--- src/rtl/instruction_fetch_unit.sv ---
// Instruction fetch unit: sequential PC generation, an in-flight request counter,
// stale-response dropping after redirects, and a small FIFO of fetched
// instructions presented to decode.

`ifndef DATA_WIDTH
`define DATA_WIDTH 64
`endif
`ifndef INSTR_WIDTH
`define INSTR_WIDTH 32
`endif

module instruction_fetch_unit #(
    parameter logic [`DATA_WIDTH-1:0] RESET_PC = 64'h0,
    parameter int                     FQ_DEPTH = 2
) (
    input  logic                    clk,
    input  logic                    rst_n,
    output logic                    imem_req_valid,
    input  logic                    imem_req_ready,
    output logic [`DATA_WIDTH-1:0]  imem_req_addr,
    input  logic                    imem_resp_valid,
    input  logic [`INSTR_WIDTH-1:0] imem_resp_instr,
    input  logic                    redirect_valid,
    input  logic [`DATA_WIDTH-1:0]  redirect_pc,
    output logic                    out_valid,
    input  logic                    out_ready,
    output logic [`DATA_WIDTH-1:0]  out_pc,
    output logic [`INSTR_WIDTH-1:0] out_instr
);

    localparam int DW = `DATA_WIDTH;
    localparam int IW = `INSTR_WIDTH;
    localparam int CW = $clog2(FQ_DEPTH + 1);
    localparam int PW = (FQ_DEPTH > 1) ? $clog2(FQ_DEPTH) : 1;
    localparam logic [CW:0] DEPTH_L = FQ_DEPTH[CW:0];

    logic [DW-1:0] r_pc;
    logic [DW-1:0] r_resp_pc;     // PC belonging to the next response that will be kept
    logic [CW-1:0] r_inflight;
    logic [CW-1:0] r_drop_cnt;
    logic [CW-1:0] r_count;
    logic [PW-1:0] r_head;
    logic [PW-1:0] r_tail;
    logic [DW-1:0] r_q_pc    [FQ_DEPTH];
    logic [IW-1:0] r_q_instr [FQ_DEPTH];

    logic          w_deq;
    logic          w_enq;
    logic          w_acc;
    logic          w_drop;
    logic [CW:0]   w_load;

    function automatic logic [PW-1:0] f_next(input logic [PW-1:0] p);
        return (p == PW'(FQ_DEPTH - 1)) ? '0 : p + 1'b1;
    endfunction

    // Request admission: in-flight plus queued entries (after this cycle's
    // dequeue) must leave room so every returning response has a slot.
    always_comb begin
        w_deq          = (r_count != '0) && out_ready;
        w_load         = {1'b0, r_inflight} + {1'b0, r_count} - {{CW{1'b0}}, w_deq};
        imem_req_valid = rst_n && !redirect_valid && (w_load < DEPTH_L);
        w_acc          = imem_req_valid && imem_req_ready;
        w_drop         = imem_resp_valid && (r_drop_cnt != '0);
        w_enq          = imem_resp_valid && (r_drop_cnt == '0) && !redirect_valid;
    end

    assign imem_req_addr = r_pc;
    assign out_valid     = (r_count != '0);
    assign out_pc        = r_q_pc[r_head];
    assign out_instr     = r_q_instr[r_head];

    // Fetch PC, in-flight/drop accounting and queue pointers.
    always_ff @(posedge clk or negedge rst_n) begin
        if (!rst_n) begin
            r_pc       <= RESET_PC;
            r_resp_pc  <= RESET_PC;
            r_inflight <= '0;
            r_drop_cnt <= '0;
            r_count    <= '0;
            r_head     <= '0;
            r_tail     <= '0;
        end else begin
            r_inflight <= r_inflight + CW'(w_acc) - CW'(imem_resp_valid);
            if (redirect_valid) begin
                r_pc       <= {redirect_pc[DW-1:2], 2'b00};
                r_resp_pc  <= {redirect_pc[DW-1:2], 2'b00};
                r_drop_cnt <= imem_resp_valid ? r_inflight - 1'b1 : r_inflight;
                r_count    <= '0;
                r_head     <= '0;
                r_tail     <= '0;
            end else begin
                if (w_acc) begin
                    r_pc <= r_pc + DW'(4);
                end
                if (w_drop) begin
                    r_drop_cnt <= r_drop_cnt - 1'b1;
                end
                if (w_enq) begin
                    r_resp_pc <= r_resp_pc + DW'(4);
                    r_tail    <= f_next(r_tail);
                end
                if (w_deq) begin
                    r_head <= f_next(r_head);
                end
                r_count <= r_count + CW'(w_enq) - CW'(w_deq);
            end
        end
    end

    // Queue storage; cleared on reset so the head reads zero while held in reset.
    always_ff @(posedge clk or negedge rst_n) begin
        if (!rst_n) begin
            for (int i = 0; i < FQ_DEPTH; i++) begin
                r_q_pc[i]    <= '0;
                r_q_instr[i] <= '0;
            end
        end else if (w_enq) begin
            r_q_pc[r_tail]    <= r_resp_pc;
            r_q_instr[r_tail] <= imem_resp_instr;
        end
    end

endmodule

--- config.mk ---
export PLATFORM = sky130hd
export DESIGN_NAME = instruction_fetch_unit
export DESIGN_NICKNAME = d
export VERILOG_FILES = /design/src/rtl/instruction_fetch_unit.sv
export SDC_FILE = /design/constraint.sdc
export NUM_CORES = 1
export LEC_CHECK = 0
export BUFFER_PORTS_ARGS = -buffer_cell sky130_fd_sc_hd__buf_2
export CORE_ASPECT_RATIO = 0.8
export CORE_MARGIN = 1
export CORE_UTILIZATION = 35
export CTS_CLUSTER_DIAMETER = 100
export CTS_CLUSTER_SIZE = 25
export DETAILED_ROUTE_END_ITERATION = 6
export GPL_TIMING_DRIVEN = 0
export PLACE_DENSITY_LB_ADDON = 0.25
export SLEW_MARGIN = 20
export SYNTH_ARGS = -nofsm -noshare
export SYNTH_HDL_FRONTEND = slang
export SYNTH_SLANG_ARGS = --single-unit
--- constraint.sdc ---
create_clock -name clk -period 8.9 [get_ports clk]
set_input_delay 1.78 -clock clk [delete_from_list [all_inputs] [get_ports clk]]
set_output_delay 1.78 -clock clk [all_outputs]
set_load 0.05 [all_outputs]
==> flow_summary.toml <==
[timing]
finalWorstSetupSlack_ns = 2.86
finalCritPeriodShare = 0.678
slew_violations = 0
max_freq_mhz = 166
worst-slew-pin-transition_ns = 1.10
relSlewSlack = 0.257
rsz0062_at_grt = "false"
setup_violations = 0
hold_viol_final = 0
timing.clock.skew_ns = 0.0281
min_period_ns = 6.04

[critical_path]
r2r-start = "r_count[1]"
cp_max_fo = 7
rr_endpoint = "r_inflight[1]"
crit_path_frequent_cell = "buf_2"
r2r_slack_ns = 3.67
critPathLaunchType = "input pin"
max_stage_delay_ns = 0.82
worst_setup_path_end_kind = "primary output"
cp_cell_sequence = "buf_2 -> and2_1 -> ha_1 -> nand2b_1 -> fa_1 -> xnor2_1 -> nor3_1 -> buf_2"
critPathKind = "input pin to primary output"
crit_required_ns = 7.12
worstPathArrival_ns = 4.26
slowest_stage = "xnor2_1"
reg2reg_depth = 16

[clock_network]
postCtsSetupRepairBufs = 0
root_buffer = "clkbuf_16"
cts_max_level = 1
post_cts_resized = 0
cts.sinks = 320
clock_insertion_delay_worst_skew_ns = 0.54
tritoncts = "yes"
clk_pin_slew_worst_paths_ns = 0.10
cts_buffers = 17
cts.path.max_buffers = 3
cts_hold_buf = 0

[final_layout]
fin_util = 0.414
register_area_um2 = 8010
fin_area_um2 = 19100
drive_gt1_frac = 0.337
fillers = 4535
syn_to_final_growth_pct = 16.2
fin_nets = 1890
multi_input_area_um2 = 7930

[synth]
synth_edf_count = 0
yosysUniqueCellTypes = 55
seq_area_frac_synth = 0.488
synth_cells = 1496
avgSynthCellArea_um2 = 11.0
synthTopCellsByArea = "dfrtp_1, mux2_2, nand2_1"
ys_warn_count = 0
ys_ff_latch = 320
yosysTopAreaCellShare = 0.488
async_reset_ff_frac = 1.00
syn-cell-area_um2 = 16400
yosysTopAreaCell = "dfrtp_1"
ys.flop_type = "dfrtp_1"

[die]
coreArea_um2 = 46000
placementRows = 70
floorplan.initialDensity = 0.357
ios = 264
die_w_um = 244
die-area_um2 = 47700
die_h_um = 196

[global_route]
grt.total_usage = 0.229
grt-ovfl-total = 0
grt_max_degree = 84
antenna_found_initial = 1
first_global_vias = 13500
grt_first_pass_wirelength_um = 84000

[placed_design]
dp_hpwl_um = 42200
dp_slack_ns = 2.49
portBuffers = 256
gp_congestion = 0.962
place_area_um2 = 18600

[route]
wl_per_cell_um = 23.1
drc = 0
dr.pass1.iters = 6
routed_wl_um = 55200
vias = 13600
viasPerCell = 5.69
ant_nets = 0
drtIter0Drc = 1317

[power]
max-vdd-ir-drop_mv = 0.351
power_density_nw_per_um2 = 307
p_leak_nw = 8.13

[hold_path]
hold_class = "register to register"
min_path_cells = 2
hold-path-endpoint = "r_q_pc[30]"
hold_start = "r_q_pc[30]"

[flow_run]
drv_cap = 0

[status]
status = "completed"
worst max-delay path: cells and delay by family:
| kind | cells | cell delay (ns) |
|---|---|---|
| xor+xnor | 1 | 0.82 |
| fa+ha+maj | 2 | 0.65 |
| simple gates | 3 | 0.62 |
| buf+inv | 2 | 0.37 |
layout make-up:
cell class | instances | share of cell area
flip-flops and latches | 320 | 0.420
inverters | 27 | 0.00532
clock inverters | 4 | 0.00236
well taps | 612 | 0.0402
clock buffers | 17 | 0.0223
multi-input cells | 1062 | 0.416
diodes | 1 | 0.000131
repair buffers | 260 | 0.0736
plain buffers | 90 | 0.0194
sequential cells by signal, summed over array words and instances (netlist names):
| name | count |
|---|---|
| imem_req_addr | 62 |
| r_count | 2 |
| r_drop_cnt | 2 |
| r_head | 1 |
| r_inflight | 2 |
| r_q_instr | 64 |
| r_q_pc | 124 |
| r_resp_pc | 62 |
| r_tail | 1 |
through the flow:
| stage | power, mW | hold WS (ns) | cells | TNS [ns] |
|---|---|---|---|---|
| 2_1_floorplan | 4.25 | 0.444 | 1499 | 0 |
| 3_3_place_gp | 4.94 | 0.457 | 2367 | -225.33 |
| 3_5_place_dp | 5.02 | 0.478 | 2371 | 0 |
| 4_1_cts | 5.90 | 0.501 | 2392 | 0 |
| 5_1_grt | 6.14 | 0.521 | 2392 | 0 |
| 6_report | 5.85 | 0.494 | 2393 | 0 |
Yosys cell counts (3+ instances only):
library cell  instances
and2_1               13
nor2_1               62
dfrtp_1             320
nor2b_1               5
o31a_1                8
and3_1               20
xnor2_1              22
a31o_2                3
o31ai_1              12
or4_1                42
clkbuf_1             64
o21ai_0              39
nand4_1              72
or2_2                 3
buf_2                 4
xor2_1               29
mux2i_1               9
o311ai_0             17
mux2_2              295
or3_1                18
nor4_1               31
nand3_1              77
buf_4                 5
and4_1                7
nand2_1             131
inv_1                26
buf_1                16
a31oi_1              22
nand2b_1              6
nor3_1               23
ha_1                  9
o211ai_1             37
a21oi_1              24
power by group:
group          switching (mW)  internal (mW)  leakage (nW)
Sequential              0.303           1.89          3.97
Clock                   0.514          0.359         0.232
Combinational            1.88          0.896          3.93
cell families (layout without fill, tap and decap cells):
kind of cell / count (synthesis) / after routing / share of synthesized area
flip-flops: 320 / 320 / 0.488
AND/OR/NAND/NOR: 520 / 520 / 0.169
multiplexers: 304 / 304 / 0.208
other: 1 / 5 / 0.000229
buffers and inverters: 117 / 398 / 0.0287
XOR/XNOR: 51 / 51 / 0.0272
AO/OA/AOI/OAI: 173 / 173 / 0.0706
adder cells (fa/ha/maj): 10 / 10 / 0.00809
metal layers:
metal / global-route usage / wire (um)
met1: 0.338 / 25300
met2: 0.353 / 24900
met3: 0.0374 / 3920
met4: 0.0465 / 1000
met5: 0 / 0
layout by cell type, fill, tap and decap left out, types with 13 or more instances in the layout:
master     synthesis  final
o211ai_1          37     37
and2_1            13     13
a31oi_1           22     22
mux2_2           295    295
nor4_1            31     30
a21oi_1           24     24
clkbuf_1          64     64
o21ai_0           39     39
nand3_1           77     77
nand4_1           72     72
buf_1             16     16
xor2_1            29     29
or3_1             18     18
dfrtp_1          320    320
nand2_1          131    131
nor3_1            23     23
clkbuf_16          0     17
xnor2_1           22     22
nor2_1            62     62
inv_1             26     26
buf_2              4    259
and3_1            20     20
or4_1             42     42
o311ai_0          17     17
worst max-delay path by stage:
| stage | from | endpoint | cells past startpoint |
|---|---|---|---|
| finish | out_ready | imem_req_valid | 8 |
| global route | rst_n | r_inflight[1] | 14 |
| CTS | out_ready | imem_req_valid | 8 |
| detailed placement | rst_n | r_inflight[1] | 14 |
| global placement | rst_n | r_inflight[1] | 11 |
| floorplan | out_ready | imem_req_valid | 6 |
Power figures use the tool's default switching activity.
